===== src/rtl/mul8_share_arb.sv =====
// rtl/mul8_share_arb.sv - round-robin arbiter sharing one 8x8 multiplier across NREQ requesters
module mul8_share_arb #(
  parameter int NREQ = 4,
  parameter int IDW  = 2
) (
  input  logic              clk,
  input  logic              rst_n,
  input  logic [NREQ-1:0]   req_valid,
  output logic [NREQ-1:0]   req_ready,
  input  logic [8*NREQ-1:0] req_a,
  input  logic [8*NREQ-1:0] req_b,
  output logic [7:0]        mul_a,
  output logic [7:0]        mul_b,
  input  logic [15:0]       mul_o,
  output logic              rsp_valid,
  input  logic              rsp_ready,
  output logic [IDW-1:0]    rsp_id,
  output logic [15:0]       rsp_p,
  output logic [15:0]       ops_cnt
);

  logic            s1_v;
  logic [IDW-1:0]  s1_id;
  logic [IDW-1:0]  last;
  logic            hold_v;
  logic [IDW-1:0]  hold_id;
  logic            advance;
  logic            can_accept;
  logic            gnt_any;
  logic [IDW-1:0]  gnt_id;
  logic [IDW-1:0]  idx;
  logic [NREQ-1:0] grant;
  logic            req_hs;
  logic [7:0]      sel_a;
  logic [7:0]      sel_b;

  assign advance    = !rsp_valid || rsp_ready;
  assign can_accept = !s1_v || advance;
  assign req_ready  = grant & {NREQ{can_accept & rst_n}};
  assign req_hs     = gnt_any && can_accept;

  // Grant: a requester refused last cycle keeps the grant while it stays valid; otherwise round-robin after last
  always_comb begin
    gnt_any = 1'b0;
    gnt_id  = '0;
    idx     = '0;
    grant   = '0;
    if (hold_v && req_valid[hold_id]) begin
      gnt_any = 1'b1;
      gnt_id  = hold_id;
    end else begin
      for (int k = 1; k <= NREQ; k++) begin
        idx = IDW'((int'(last) + k) % NREQ);
        if (!gnt_any && req_valid[idx]) begin
          gnt_any = 1'b1;
          gnt_id  = idx;
        end
      end
    end
    if (gnt_any) grant[gnt_id] = 1'b1;
  end

  // Operand mux for the granted requester
  always_comb begin
    sel_a = '0;
    sel_b = '0;
    for (int i = 0; i < NREQ; i++) begin
      if (gnt_id == IDW'(i)) begin
        sel_a = req_a[i*8 +: 8];
        sel_b = req_b[i*8 +: 8];
      end
    end
  end

  // Issue stage: captures the accepted operands, tracks last winner and the grant hold
  always_ff @(posedge clk or negedge rst_n) begin
    if (!rst_n) begin
      s1_v    <= 1'b0;
      s1_id   <= '0;
      mul_a   <= '0;
      mul_b   <= '0;
      last    <= IDW'(NREQ - 1);
      hold_v  <= 1'b0;
      hold_id <= '0;
    end else begin
      if (can_accept) begin
        s1_v <= req_hs;
        if (req_hs) begin
          mul_a <= sel_a;
          mul_b <= sel_b;
          s1_id <= gnt_id;
          last  <= gnt_id;
        end
      end
      hold_v  <= gnt_any && !can_accept;
      hold_id <= gnt_id;
    end
  end

  // Output stage: captures the shared multiplier product, counts consumed responses
  always_ff @(posedge clk or negedge rst_n) begin
    if (!rst_n) begin
      rsp_valid <= 1'b0;
      rsp_id    <= '0;
      rsp_p     <= '0;
      ops_cnt   <= '0;
    end else begin
      if (advance) begin
        rsp_valid <= s1_v;
        if (s1_v) begin
          rsp_p  <= mul_o;
          rsp_id <= s1_id;
        end
      end
      if (rsp_valid && rsp_ready) ops_cnt <= ops_cnt + 16'd1;
    end
  end

endmodule


===== config.mk =====
export PLATFORM = sky130hd
export DESIGN_NAME = mul8_share_arb
export DESIGN_NICKNAME = d
export VERILOG_FILES = /design/src/rtl/mul8_share_arb.sv
export SDC_FILE = /design/constraint.sdc
export NUM_CORES = 1
export LEC_CHECK = 0
export ABC_AREA = 1
export CORE_MARGIN = 3
export CORE_UTILIZATION = 37
export CTS_CLUSTER_SIZE = 24
export DETAILED_ROUTE_END_ITERATION = 10
export PLACE_DENSITY = 0.72
export SETUP_SLACK_MARGIN = 0.15
export SYNTH_ARGS = -nofsm -noshare
export SYNTH_HDL_FRONTEND = slang
export SYNTH_SLANG_ARGS = --single-unit

===== constraint.sdc =====
create_clock -name clk -period 2.75 [get_ports clk]
set_clock_uncertainty 0.2 [all_clocks]
set_input_delay 0.4125 -clock clk [delete_from_list [all_inputs] [get_ports clk]]
set_output_delay 0.4125 -clock clk [all_outputs]
set_load 0.005 [all_outputs]

### Word level (Yosys, flattened, before mapping)

Cells that the tools add are included.
Widths: inputs -> output; s select.

| word-level totals | value |
|---|---|
| register bits | 59 |
| latch bits | 0 |
| memory bits (writable) | 0 |
| ROM bits | 0 |
| memories kept | 0 |

| operators by class | value |
|---|---|
| add/subtract/negate cells | 5 |
| $mul | 0 |
| div/mod/pow operators | 0 |
| order comparisons | 7 |
| equal/unequal tests | 3 |
| shift-type cells | 0 |
| multiplexer cells | 34 |
| bitwise operators | 2 |
| reduce and logical (&&, ||, !) cells | 19 |

Operators by type and width:

| operator | count |
|---|---|
| $mux 8 | 8 |
| $lt 2x3->1 const B | 6 |
| $add 16x1->16 const B | 1 |
| $mux 1 | 14 |
| $bmux 1 s2 | 5 |
| $mux 2 | 5 |
| $logic_and 1x1->1 | 8 |
| $logic_not 1->1 | 6 |
| $add 2x1->2 const B | 2 |
| $add 2x2->2 const B | 2 |
| $and 4x4->4 | 1 |
| $eq 2x2->1 const B | 2 |
| $mux 4 | 1 |
| $reduce_and 2->1 | 2 |
| $demux 1 s2 | 1 |
| $eq 2x1->1 const B | 1 |
| $ge 2x1->1 const B | 1 |
| $logic_not 2->1 | 1 |
| $logic_or 1x1->1 | 2 |
| $and 1x1->1 | 1 |

### Logic depth before layout (Yosys ltp)

| logic depth | value |
|---|---|
| depth in word-level cells | 23 |
| depth in mapped cells | 18 |

### Least setup slack after synthesis

No wires, ideal clock.

| timing | value |
|---|---|
| path kind | register -> output |
| start point | reg last[0] |
| end point | out req_ready[1] |
| data arrival time | 1.801 ns |
| data required time | 2.138 ns |
| slack | 0.336 ns |
| cell stages (with the launch flop) | 16 |
| cells stage by stage | dfstp_2 > buf_6 > inv_8 > nand2_2 > nand2_2 > nand2_4 > nand2_4 > nor2_4 > nand3_2 > nand2_1 > nand3_2 > nand2_4 > buf_12 > inv_6 > buf_8 > nor3_1 |

| between the ends | value |
|---|---|
| word-level cells in the longest chain between the ends | 23 |
| elaborated cells on any way between the ends | 38 |

Ends and longest elaborated chain:

| item | line | source |
|---|---|---|
| from (decl) | 24 | `logic [IDW-1:0] last;` |
| from (signal assigned) | 82 | `last <= IDW'(NREQ - 1);` |
| from (signal assigned) | 92 | `last <= gnt_id;` |
| $add 2x1->2 | 53 | `idx = IDW'((int'(last) + k) % NREQ);` |
| $bmux 1 s2 | 54 | `if (!gnt_any && req_valid[idx]) begin` |
| $mux 1 (not written as such) | 54 |  |
| $mux 1 | 54 |  |
| $mux 1 | 48 | `if (hold_v && req_valid[hold_id]) begin` |
| $logic_not 1->1 | 54 |  |
| $logic_and 1x1->1 | 54 |  |
| $mux 1 | 54 |  |
| (+7 left out) | -- |  |
| $mux 2 | 54 |  |
| $mux 2 | 48 |  |
| $lt 2x3->1 (not written as such) or $ge 2x1->1 (tied branches) | 60 | `if (gnt_any) grant[gnt_id] = 1'b1;` |
| $logic_and 1x1->1 (not written as such) | 60 |  |
| $mux 1 (not written as such) | 60 |  |
| $demux 1 s2 | 60 |  |
| $mux 4 (*) | 60 |  |
| $and 4x4->4 (*) | 39 | `assign req_ready = grant & {NREQ{can_accept & rst_n}};` |
| to (decl) | 9 | `output logic [NREQ-1:0] req_ready,` |

Every way passes the cells marked *; elsewhere a longest branch is shown, timed or not. The select of a mux whose other input is x is not followed.

### Worst setup path after layout

| timing | value |
|---|---|
| start point | in req_valid[0] |
| end point | out req_ready[3] |

| between the ends | value |
|---|---|
| word-level cells in the longest chain between the ends | 22 |
| elaborated cells on any way between the ends | 37 |

Ends and longest elaborated chain:

| item | line | source |
|---|---|---|
| from (decl) | 8 | `input logic [NREQ-1:0] req_valid,` |
| $bmux 1 s2 | 54 |  |
| $mux 1 (not written as such) | 54 |  |
| $mux 1 | 54 |  |
| $mux 1 | 48 |  |
| $logic_not 1->1 | 54 |  |
| $logic_and 1x1->1 | 54 |  |
| $mux 1 | 54 |  |
| $mux 1 | 48 |  |
| (+6 left out) | -- |  |
| $mux 2 | 54 |  |
| $mux 2 | 48 |  |
| $lt 2x3->1 (not written as such) or $ge 2x1->1 (tied branches) | 60 |  |
| $logic_and 1x1->1 (not written as such) | 60 |  |
| $mux 1 (not written as such) | 60 |  |
| $demux 1 s2 | 60 |  |
| $mux 4 (*) | 60 |  |
| $and 4x4->4 (*) | 39 |  |

Marks and branches as above.

==> results by group <==
Outcome
  • Status: finished clean

Synthesis
  • Multiplexer area fraction after synthesis: 0.05465
  • Synth Area in XOR/XNOR: 0.03719
  • Synth top area share: 0.4326
  • Post-Syn Area: 3297 um2
  • Top cells by area, synth: dfrtp_1 (43%), nand2_1 (13%), nand3_1 (7.6%), mux2_2 (5.5%), nand4_1 (4.4%)
  • Async set-reset flop share out of synthesis: 1.000
  • Simple-Gate Fraction of Synth Area: 0.3461
  • Sequential cell area fraction in the yosys report: 0.4486
  • Post-Synth Adder-Cell Area: 0.003795
  • Compound-Gate Fraction of Synth Area: 0.02315
  • Distinct cell type count after synthesis: 37
  • Largest family of logic cells by synthesized area: simple AND/OR/NAND/NOR gates
  • Flops & latches, synth: 59
  • Syn. warnings: 0
  • Syn_nets: 464
  • Syn Area/Cell: 8.768 um2
  • Synth area leader: dfrtp_1
  • Number of enable flip-flop cells after synthesis: 0
  • Synth Instances: 376
  • Main flop type after synthesis: dfrtp_1

Setup path
  • Crit path DAT: 2.14 ns
  • Setup crit end: req_ready[3]
  • RR Startpoint: last[0]
  • Reg2Reg Setup Slack: 0.12 ns
  • Worst r2r dst: mul_a[0]
  • CP Class: primary input to primary output
  • Crit path from: req_valid[0]
  • Worst-path fanout max: 4
  • CP Capture Type: primary output
  • Worst Path Required: 2.14 ns
  • Crit start category: primary input
  • Worst reg-to-reg path cell count: 18

Flow run
  • Max-Cap Viols: 0

Final layout
  • Nets: 627
  • ANT cells: 0
  • Reg area: 1479 um2
  • Fraction of layout cells with a size suffix above 1: 0.2335
  • Area Growth Syn to Fin: 59.77%
  • Fill cell count: 712
  • Multi-input gate area: 1677 um2

Die
  • Starting density of the core: 0.3914
  • Core ar.: 8423 um2
  • Die area: 10080 um2
  • I/O Pins: 142
  • Die width: 100.4 um
  • Floorplan row count: 33
  • Die height: 100.4 um

Route
  • Met3 Wirelength: 855 um
  • DR vias/cell: 4.943
  • Met2 WL: 4849 um
  • 1st-iter DRT viols: 88
  • Via count: 3208
  • Post-route ant nets: 0
  • Highest routed layer: met4
  • Total wire length: 9727 um
  • DRT Pass-1 Iters: 4
  • DRT met1 WL: 3918 um
  • DR WL/cell: 14.99 um
  • # DRC: 0

Clock tree
  • Clock buffer depth: 2
  • CTS tree: done
  • CTS Hold Bufs: 0
  • Worst skew pair latency: 0.33 ns
  • Num CTS Buffers: 9
  • Clk sink count: 59
  • Htree depth: 3
  • CTS root buf: clkbuf_8
  • Clock slew at reported path FFs: 0.07 ns

STA
  • Final setup violation count: 0
  • Max Fclk: 363.8 MHz
  • Minimum clock period: 2.749 ns
  • Slew @ Worst Pin: 0.7407 ns
  • Setup Total Neg Slack: 0 ns
  • Final period utilization: 0.9997
  • RSZ-0062 raised after global routing: yes
  • Max Slew Vio Count: 0
  • Final-report hold violation count: 0
  • Relative slew slack: 0.5062

Hold path
  • Worst hold-check path type: primary input to asynchronous set/reset pin

Power
  • Peak supply drop: 0.001274 V
  • Combinational share of power: 0.648
  • P_leak: 2.425 nW
  • Sequential power share: 0.222
  • Clk pwr share: 0.130
  • Net Sw Power: 3.084 mW
  • Power per cell area: 1293 nW/um2
  • Switching portion of total power: 0.4528
  • Pint: 3.727 mW
  • Total power: 6.812 mW

Placed design
  • Port Buffers: 141
  • Hpwl dp: 7203 um
  • GPL Wtd Cong: 0.8934

Global routing
  • Antenna violations before repair: 0
  • Largest net degree at the start of global routing: 60
  • Overall global routing resource usage: 0.1995
  • GRT Residual Overflow: 0
  • Global-route wire length before repair: 15910 um
  • Vias in the first global route: 3305
[layer usage]
metal,track usage,vias up
met5,0,-
met4,0.04145,0
met3,0.07714,10
met2,0.3379,117
met1,0.2418,1518
li1,-,1563
[synth_stat cells, types with 2 or more instances]
| cell | number |
|---|---|
| a21oi_1 | 2 |
| buf_2 | 2 |
| buf_4 | 4 |
| buf_6 | 6 |
| clkbuf_1 | 3 |
| dfrtp_1 | 57 |
| dfstp_2 | 2 |
| inv_1 | 26 |
| mux2_2 | 16 |
| nand2_1 | 110 |
| nand2_2 | 11 |
| nand2_4 | 5 |
| nand3_1 | 50 |
| nand3_2 | 10 |
| nand4_1 | 23 |
| nor2_1 | 6 |
| nor2_2 | 2 |
| nor3_1 | 5 |
| o21ai_0 | 6 |
| xnor2_1 | 7 |
| xor2_1 | 7 |
[worst max-delay path: stages]
cell and delay, ns:
clkdlybuf4s50_1 0.58, nor2_1 0.10, o31ai_1 0.35, nand2_2 0.13, buf_4 0.17, a21oi_4 0.20
nor3_2 0.06, buf_2 0.13
[through the flow]
stage	area, um2	instances	hold slack [ns]	setup WS [ns]	utilization
2_1_floorplan	3297	376	-0.08309	0.3365	-
3_3_place_gp	4838	626	0.2562	-0.3336	0.5744
3_5_place_dp	4838	626	0.2602	-0.3779	0.5744
4_1_cts	5171	646	0.1216	-0.05140	0.6139
5_1_grt	5268	649	0.1601	-0.1228	0.6254
6_report	5268	649	0.1093	0.0008944	0.6254
[kinds of logic (layout without fill, tap and decap cells)]
group / Yosys count / count (layout)
DFF: 59 / 59
adders and majority gates: 1 / 1
and+or+nand+nor: 226 / 227
xor gates and xnor gates: 14 / 14
AOI/OAI and AO/OA: 12 / 12
muxes: 16 / 16
buffers and inverters: 48 / 215
[area by class of cell]
cell class                      count  share of cell area
Inverter                           31             0.02494
Sequential cell                    59              0.2808
Clock inverter                      6             0.01686
Tap cell                          105             0.02494
Timing Repair Buffer              168              0.3081
Multi-Input combinational cell    270              0.3183
Clock buffer                       10             0.02613
[worst min-delay path by stage]
stage	from	to	slack [ns]
after floorplan	rst_n	hold_id[0]	-0.08
after global placement	ops_cnt[15]	ops_cnt[15]	0.26
after detailed placement	ops_cnt[15]	ops_cnt[15]	0.26
after CTS	rst_n	rsp_p[7]	0.12
after global routing	rst_n	rsp_p[3]	0.16
final	rst_n	rsp_p[7]	0.11
[power by group through the flow]
stage / clock network [mW] / registers [mW] / logic [mW]
finish: 0.887 / 1.51 / 4.42
global route: 0.951 / 1.56 / 4.89
CTS: 0.915 / 1.53 / 4.24
detailed placement: 0 / 1.53 / 4.01
global placement: 0 / 1.51 / 3.92
floorplan: 0 / 1.48 / 2.78
[placed cells by master, fill, tap and decap left out, types with 6 or more instances in the layout]
cell type,synthesis,routed
nand2_2,11,14
clkbuf_8,0,10
clkdlybuf4s50_1,0,135
xnor2_1,7,7
nor2_1,6,6
buf_4,4,21
nand2_4,5,16
nand4_1,23,23
mux2_2,16,16
nand3_1,50,49
inv_1,26,24
xor2_1,7,7
dfrtp_1,57,57
o21ai_0,6,6
nand3_2,10,11
nand2_1,110,96
[registers in the layout, indices dropped and copies added, names as in the netlist]
signal	count
ops_cnt	16
mul_b	8
mul_a	8
rsp_valid	1
s1_id	2
last	2
hold_v	1
rsp_p	16
s1_v	1
hold_id	2
rsp_id	2
[timing repair]
item,4_1_cts,5_1_grt
setup buffers,3,3
pin swaps,20,12
endpoints found under the setup margin,20,24
cloned,1,0
gates resized for setup,42,16
hold endpoints to repair,0,0
Power figures use the tool's default switching activity.
